[src/rtl/fetch_seq.sv]
// fetch_seq -- next-PC sequencer and PC write-enable controller for the
// fetch stage.
//
// Each cycle selects the next PC from exception entry, eret return, a
// branch/jump redirect or sequential pc+4. It also drives the PC write enable
// and a flush of the younger stages. A redirect that resolves while fetch is
// stalled is held in a single-entry buffer. The buffered target is applied on
// the first unstalled cycle.
//
// Parameters:
//   EXC_ENTRY      exception/interrupt handler address
//   RESET_PC       npc value driven while reset is high
// Ports:
//   clk            clock
//   reset          synchronous, active-high reset
//   stall          hazard stall; the PC must hold
//   pc[31:0]       current fetch PC
//   br_valid       branch/jump redirect resolves this cycle
//   br_target      redirect address
//   req            exception/interrupt request from CP0
//   eret           eret in flight (fetch is at epc this cycle)
//   epc[31:0]      exception return address
//   npc[31:0]      next PC (combinational)
//   pc_we          PC register write enable (combinational)
//   flush          flush younger pipeline stages (combinational)
//   redir_pending  a buffered redirect is held
//   stall_cnt      stall-cycle counter
//   redir_cnt      applied-redirect counter
//
// Optional feature macro: FETCH_PERF_CNT_EN. When it is defined, the two
// performance counters are built. When it is undefined, stall_cnt and
// redir_cnt are tied to zero.

module fetch_seq #(
  parameter logic [31:0] EXC_ENTRY = 32'h0000_4180,
  parameter logic [31:0] RESET_PC  = 32'h0000_3000
) (
  input  logic        clk,
  input  logic        reset,
  input  logic        stall,
  input  logic [31:0] pc,
  input  logic        br_valid,
  input  logic [31:0] br_target,
  input  logic        req,
  input  logic        eret,
  input  logic [31:0] epc,
  output logic [31:0] npc,
  output logic        pc_we,
  output logic        flush,
  output logic        redir_pending,
  output logic [31:0] stall_cnt,
  output logic [31:0] redir_cnt
);

  typedef enum logic [1:0] {
    RUN  = 2'd0,
    PEND = 2'd1,
    EXC  = 2'd2
  } state_t;

  state_t      state, state_nxt;
  logic [31:0] pend_tgt;
  logic        pend_ld;
  logic        redir_fire;
  logic [31:0] pc_plus4;
  logic [31:0] epc_plus4;

  assign pc_plus4  = pc + 32'd4;
  assign epc_plus4 = epc + 32'd4;

  // Priority selection. The rules are evaluated in order and the first
  // match wins. EXC ignores br_valid because that branch belongs to a
  // flushed instruction.
  always_comb begin
    npc        = pc_plus4;
    pc_we      = !stall;
    flush      = 1'b0;
    state_nxt  = state;
    pend_ld    = 1'b0;
    redir_fire = 1'b0;
    if (reset) begin
      npc       = RESET_PC;
      pc_we     = 1'b0;
      state_nxt = RUN;
    end else if (req) begin
      npc       = EXC_ENTRY;
      pc_we     = 1'b1;
      flush     = 1'b1;
      state_nxt = EXC;
    end else if (eret) begin
      npc       = epc_plus4;
      pc_we     = 1'b1;
      flush     = 1'b1;
      state_nxt = EXC;
    end else begin
      unique case (state)
        EXC: begin
          state_nxt = RUN;
        end
        PEND: begin
          if (!stall) begin
            npc        = pend_tgt;
            pc_we      = 1'b1;
            state_nxt  = RUN;
            redir_fire = 1'b1;
          end
        end
        default: begin
          if (br_valid) begin
            if (!stall) begin
              npc        = br_target;
              pc_we      = 1'b1;
              redir_fire = 1'b1;
            end else begin
              pc_we     = 1'b0;
              pend_ld   = 1'b1;
              state_nxt = PEND;
            end
          end
        end
      endcase
    end
  end

  // Exception entry and eret leave the state as EXC. The stale buffered
  // target is then never read, so it is also cleared to keep the register
  // clean.
  always_ff @(posedge clk) begin
    if (reset) begin
      state    <= RUN;
      pend_tgt <= '0;
    end else begin
      state <= state_nxt;
      if (req || eret)
        pend_tgt <= '0;
      else if (pend_ld)
        pend_tgt <= br_target;
    end
  end

  assign redir_pending = (state == PEND);

`ifdef FETCH_PERF_CNT_EN
  logic [31:0] stall_cnt_q;
  logic [31:0] redir_cnt_q;

  always_ff @(posedge clk) begin
    if (reset) begin
      stall_cnt_q <= '0;
      redir_cnt_q <= '0;
    end else begin
      if (stall)
        stall_cnt_q <= stall_cnt_q + 32'd1;
      if (redir_fire)
        redir_cnt_q <= redir_cnt_q + 32'd1;
    end
  end

  assign stall_cnt = stall_cnt_q;
  assign redir_cnt = redir_cnt_q;
`else
  assign stall_cnt = '0;
  assign redir_cnt = '0;
`endif

endmodule

[config.mk]
export PLATFORM = sky130hd
export DESIGN_NAME = fetch_seq
export DESIGN_NICKNAME = d
export VERILOG_FILES = /design/src/rtl/fetch_seq.sv
export SDC_FILE = /design/constraint.sdc
export NUM_CORES = 1
export LEC_CHECK = 0
export CAP_MARGIN = 25
export CORE_MARGIN = 2
export CORE_UTILIZATION = 28
export DETAILED_ROUTE_END_ITERATION = 16
export PLACE_DENSITY = 0.65
export RECOVER_POWER = 50
export SLEW_MARGIN = 20
export SYNTH_ARGS = -nofsm -noshare
export SYNTH_HDL_FRONTEND = slang
export SYNTH_SLANG_ARGS = --single-unit
[constraint.sdc]
create_clock -name clk -period 3 [get_ports clk]
set_input_delay 0.6 -clock clk [delete_from_list [all_inputs] [get_ports clk]]
set_output_delay 0.6 -clock clk [all_outputs]
set_load 0.02 [all_outputs]
==> impl_summary.log, run 1 <==
[metrics] number of antenna violations at the first check in global routing: 0
[metrics] number of enable-type register cells in the synthesized netlist: 0
[metrics] initial cell density of the core: around 29%
[metrics] Worst R2R End: pend_tgt[22]
[metrics] most used standard cell by instance count after synthesis: sky130_fd_sc_hd__nand2_1
[metrics] I/O Buffers: between 100 and 150
[metrics] Netlist Area Pre-Place: 0.00397 mm2
[metrics] clock transition at the registers of the reported paths: roughly 0.06 ns
[metrics] type of the worst setup path: in -> out
[metrics] peak ir drop on the vdd network: 0.225 mV
[metrics] Most used DFF post-synth: sky130_fd_sc_hd__dfxtp_1
[metrics] number of register bits inferred by synthesis: 34
[metrics] vias in the first global route: roughly 4800
[metrics] Chip Height: 123 um
[metrics] number of buffers added to fix hold violations after cts: 0
[metrics] top cells by area, synth: sky130_fd_sc_hd__dfxtp_1 (17%), sky130_fd_sc_hd__buf_4 (12%), sky130_fd_sc_hd__nand2_1 (9.6%), sky130_fd_sc_hd__a221oi_1 (8.4%), sky130_fd_sc_hd__a21oi_1 (5.3%)
[metrics] maximum clock path buffer count: 2
[metrics] CTS tree: built
[metrics] num rows: 43
[metrics] classification of the worst-slack hold path: reg -> reg
[metrics] Data arrival, critical path: 2.51 ns
[metrics] worst slew pin tran: 0.684 ns
[metrics] Synth Warn #: 0
[metrics] type of destination of the critical path: primary output
[metrics] via count: 5211
[metrics] die width: 123 um
[metrics] minimum clock period after layout: 3.11 ns
[metrics] DRT iter0 DRCs: 369
[metrics] start point of the critical path: pc[24]
[metrics] Relative slew margins: 54.4%
[metrics] total CTS buffers: 5
[metrics] total power density per cell area: 251 mW/mm2
[metrics] post-detailed-route via-to-cell ratio: 5.09
[metrics] count of max-cap constraint violations: 0
[metrics] Netlist cell types: 52
[metrics] average wire per standard cell: 16.5 um
[metrics] unrepaired setup endpoints after global routing: true
[metrics] status: finished with violations
[metrics] cell types with the highest counts after synthesis: sky130_fd_sc_hd__nand2_1 (102), sky130_fd_sc_hd__buf_4 (64), sky130_fd_sc_hd__a21oi_1 (42)
[metrics] maximum number of pins on one net before global-route repair: 34
[metrics] Final Hold Violating Endpoints: 0
[metrics] overall routed net length: 16800 um
[metrics] P&R area growth vs syn: 74.1%
[metrics] violated checks: setup timing
[metrics] final global-route overflow total: 0
[metrics] first drt pass iteration count: 5
[metrics] total routing usage reported by global routing: around a fifth
[metrics] setup clock skew after layout: 0.00311 ns
[metrics] DP Worst Slack: -1.03 ns
[metrics] wire length of the first global-routing pass: 25100 um
[metrics] top-level I/O count: around 200
[metrics] Total Die Area: 0.0152 mm2
[metrics] Core Region: 0.0139 mm2
[metrics] Ant. Diodes: 0
[metrics] total number of nets in the final design: between 900 and 1000
[metrics] fraction of layout instances using a drive strength above 1: 36.4%
[metrics] min setup slack post-route: -0.113 ns
[metrics] CP Data Required Time: 2.40 ns
[metrics] register-to-register setup slack: roughly 1.3 ns
[metrics] final critical-path share of the clock period: 104%
[metrics] final hold slack: 0.453 ns
[metrics] clock latency on the worst-skew pair: 0.28 ns
[metrics] leading area contributor after synthesis: sky130_fd_sc_hd__dfxtp_1
[metrics] per-instance average area after synthesis: slightly below 7 um2
[metrics] DRC viols: 0
[metrics] cell at the root of the clock tree: sky130_fd_sc_hd__clkbuf_16
[metrics] Slew Limit Fails: 0
[metrics] launching element type of the critical path: input pin
[metrics] global placement routability congestion: 0.922
[metrics] count of non-filler cells in the finished layout: between 1000 and 1500
[metrics] post-placement cell count: approximately 1000
[metrics] cell count after synthesis: 577
[metrics] worst r2r path cells: 7
[metrics] post-DP HPWL: between 10000 and 15000 um
[metrics] Async SR Flop Fraction: 0%
[metrics] depth of the CTS H-tree: 2
[metrics] worst setup path endpoint: npc[28]
[metrics] number of failing setup endpoints in the final timing report: 4
[metrics] final antenna-violating net count: 0
[metrics] Achievable Freq: between 300 and 400 MHz
[metrics] static power due to leakage: 2.95 nW
[metrics] clock sink count: 34
[metrics] maximum fanout along the worst path: 3
[metrics] share of the yosys chip area belonging to registers: between 10% and 20%
[metrics] worst r2r src: state[0]
[metrics] post-synth top area share: 17.1%
[registers in the layout, summed over array words and instances (netlist names)]
signal	count
pend_tgt	32
state	2
[critical path: stages]
cell,delay [ns]
sky130_fd_sc_hd__buf_2,0.09
sky130_fd_sc_hd__nand4_1,0.20
sky130_fd_sc_hd__or4_4,0.55
sky130_fd_sc_hd__or4b_1,0.48
sky130_fd_sc_hd__a31o_1,0.24
sky130_fd_sc_hd__a31oi_2,0.18
sky130_fd_sc_hd__buf_4,0.17
[final cells by class]
cell class                 count  area [um2]
fill                        1390        6960
tap                          180         225
timing repair buffer         302        2580
multi-input combinational    487        3240
sequential                    34         682
clock inverter                 2        10.0
inverter                      14        52.6
clock buffer                   5         125
[metrics by stage]
stage / power (W) / cell area, um2 / TNS (ns) / util (%)
final: 0.00174 / 6920 / -0.206 / 49.8
after global routing: 0.00182 / 6920 / -0.781 / 49.8
after CTS: 0.00172 / 6730 / -0.166 / 48.5
after detailed placement: 0.00123 / 6350 / -21.22 / 45.8
after global placement: 0.00123 / 6350 / -21.09 / 45.8
after floorplan: 0.000862 / 4280 / 0 / -
[power breakdown]
| part | switching [W] | internal [W] | total (W) |
|---|---|---|---|
| clock network | 0.000183 | 0.000299 | 0.000482 |
| logic | 0.000430 | 0.000366 | 0.000796 |
| registers | 0.00000321 | 0.000457 | 0.000461 |
| total | 0.000616 | 0.00112 | 0.00174 |
[what timing repair did]
action / in CTS / in global routing
cloned: 4 / 0
buffers inserted: 7 / 9
pin swaps: 38 / 44
resized for setup: 276 / 89
setup endpoints to repair: 32 / 31
[metal layers]
| layer | track usage (%) | up-vias | share of wire [%] |
|---|---|---|---|
| met4 | 3.48 | 0 | 1.2 |
| li1 | - | 2540 | - |
| met5 | 0 | - | 0 |
| met1 | 28.7 | 2441 | 43 |
| met2 | 36.1 | 216 | 48 |
| met3 | 2.91 | 14 | 7.8 |
[cells by family after synthesis]
group,after synthesis,share of synthesized area [%]
and+or+nand+nor,224,28.0
AOI/OAI and AO/OA,163,28.8
buffers and inverters,119,17.7
DFF,34,17.1
xor gates and xnor gates,31,6.83
adders and majority gates,4,1.26
other,1,0.0944
muxes,1,0.252
[worst min-delay path by stage]
| stage | cells past startpoint | slack, ns | endpoint | start |
|---|---|---|---|---|
| final | 2 | 0.45 | pend_tgt[19] | pend_tgt[19] |
| after global routing | 2 | 0.48 | pend_tgt[6] | pend_tgt[6] |
| after CTS | 2 | 0.45 | pend_tgt[6] | pend_tgt[6] |
| after detailed placement | 2 | 0.45 | pend_tgt[11] | pend_tgt[11] |
| after global placement | 2 | 0.44 | pend_tgt[31] | pend_tgt[31] |
| after floorplan | 2 | 0.44 | pend_tgt[12] | pend_tgt[12] |
[cell usage in the layout, fill, tap and decap left out, types with 17 or more instances in the layout]
cell                              instances
sky130_fd_sc_hd__nand4_1                 17
sky130_fd_sc_hd__nand2_1                100
sky130_fd_sc_hd__buf_4                  161
sky130_fd_sc_hd__conb_1                  64
sky130_fd_sc_hd__clkdlybuf4s50_1         47
sky130_fd_sc_hd__buf_2                   18
sky130_fd_sc_hd__a221oi_2                19
sky130_fd_sc_hd__nor2_1                  18
sky130_fd_sc_hd__a21oi_1                 40
sky130_fd_sc_hd__a221oi_1                22
sky130_fd_sc_hd__clkbuf_2                17
sky130_fd_sc_hd__dfxtp_1                 33
sky130_fd_sc_hd__buf_6                   18
sky130_fd_sc_hd__xnor2_1                 21
(Power assumes the default switching activity.)
==> run 2, diff against run 1 <==
--- a/config.mk
+++ b/config.mk
@@ -11,7 +11,7 @@
 export DETAILED_ROUTE_END_ITERATION = 16
 export PLACE_DENSITY = 0.65
 export RECOVER_POWER = 50
-export SLEW_MARGIN = 20
+export SLEW_MARGIN = 10
 export SYNTH_ARGS = -nofsm -noshare
 export SYNTH_HDL_FRONTEND = slang
 export SYNTH_SLANG_ARGS = --single-unit
==> results of run 2 <==
The final DEF is identical to that of run 1; final timing and power are the same.
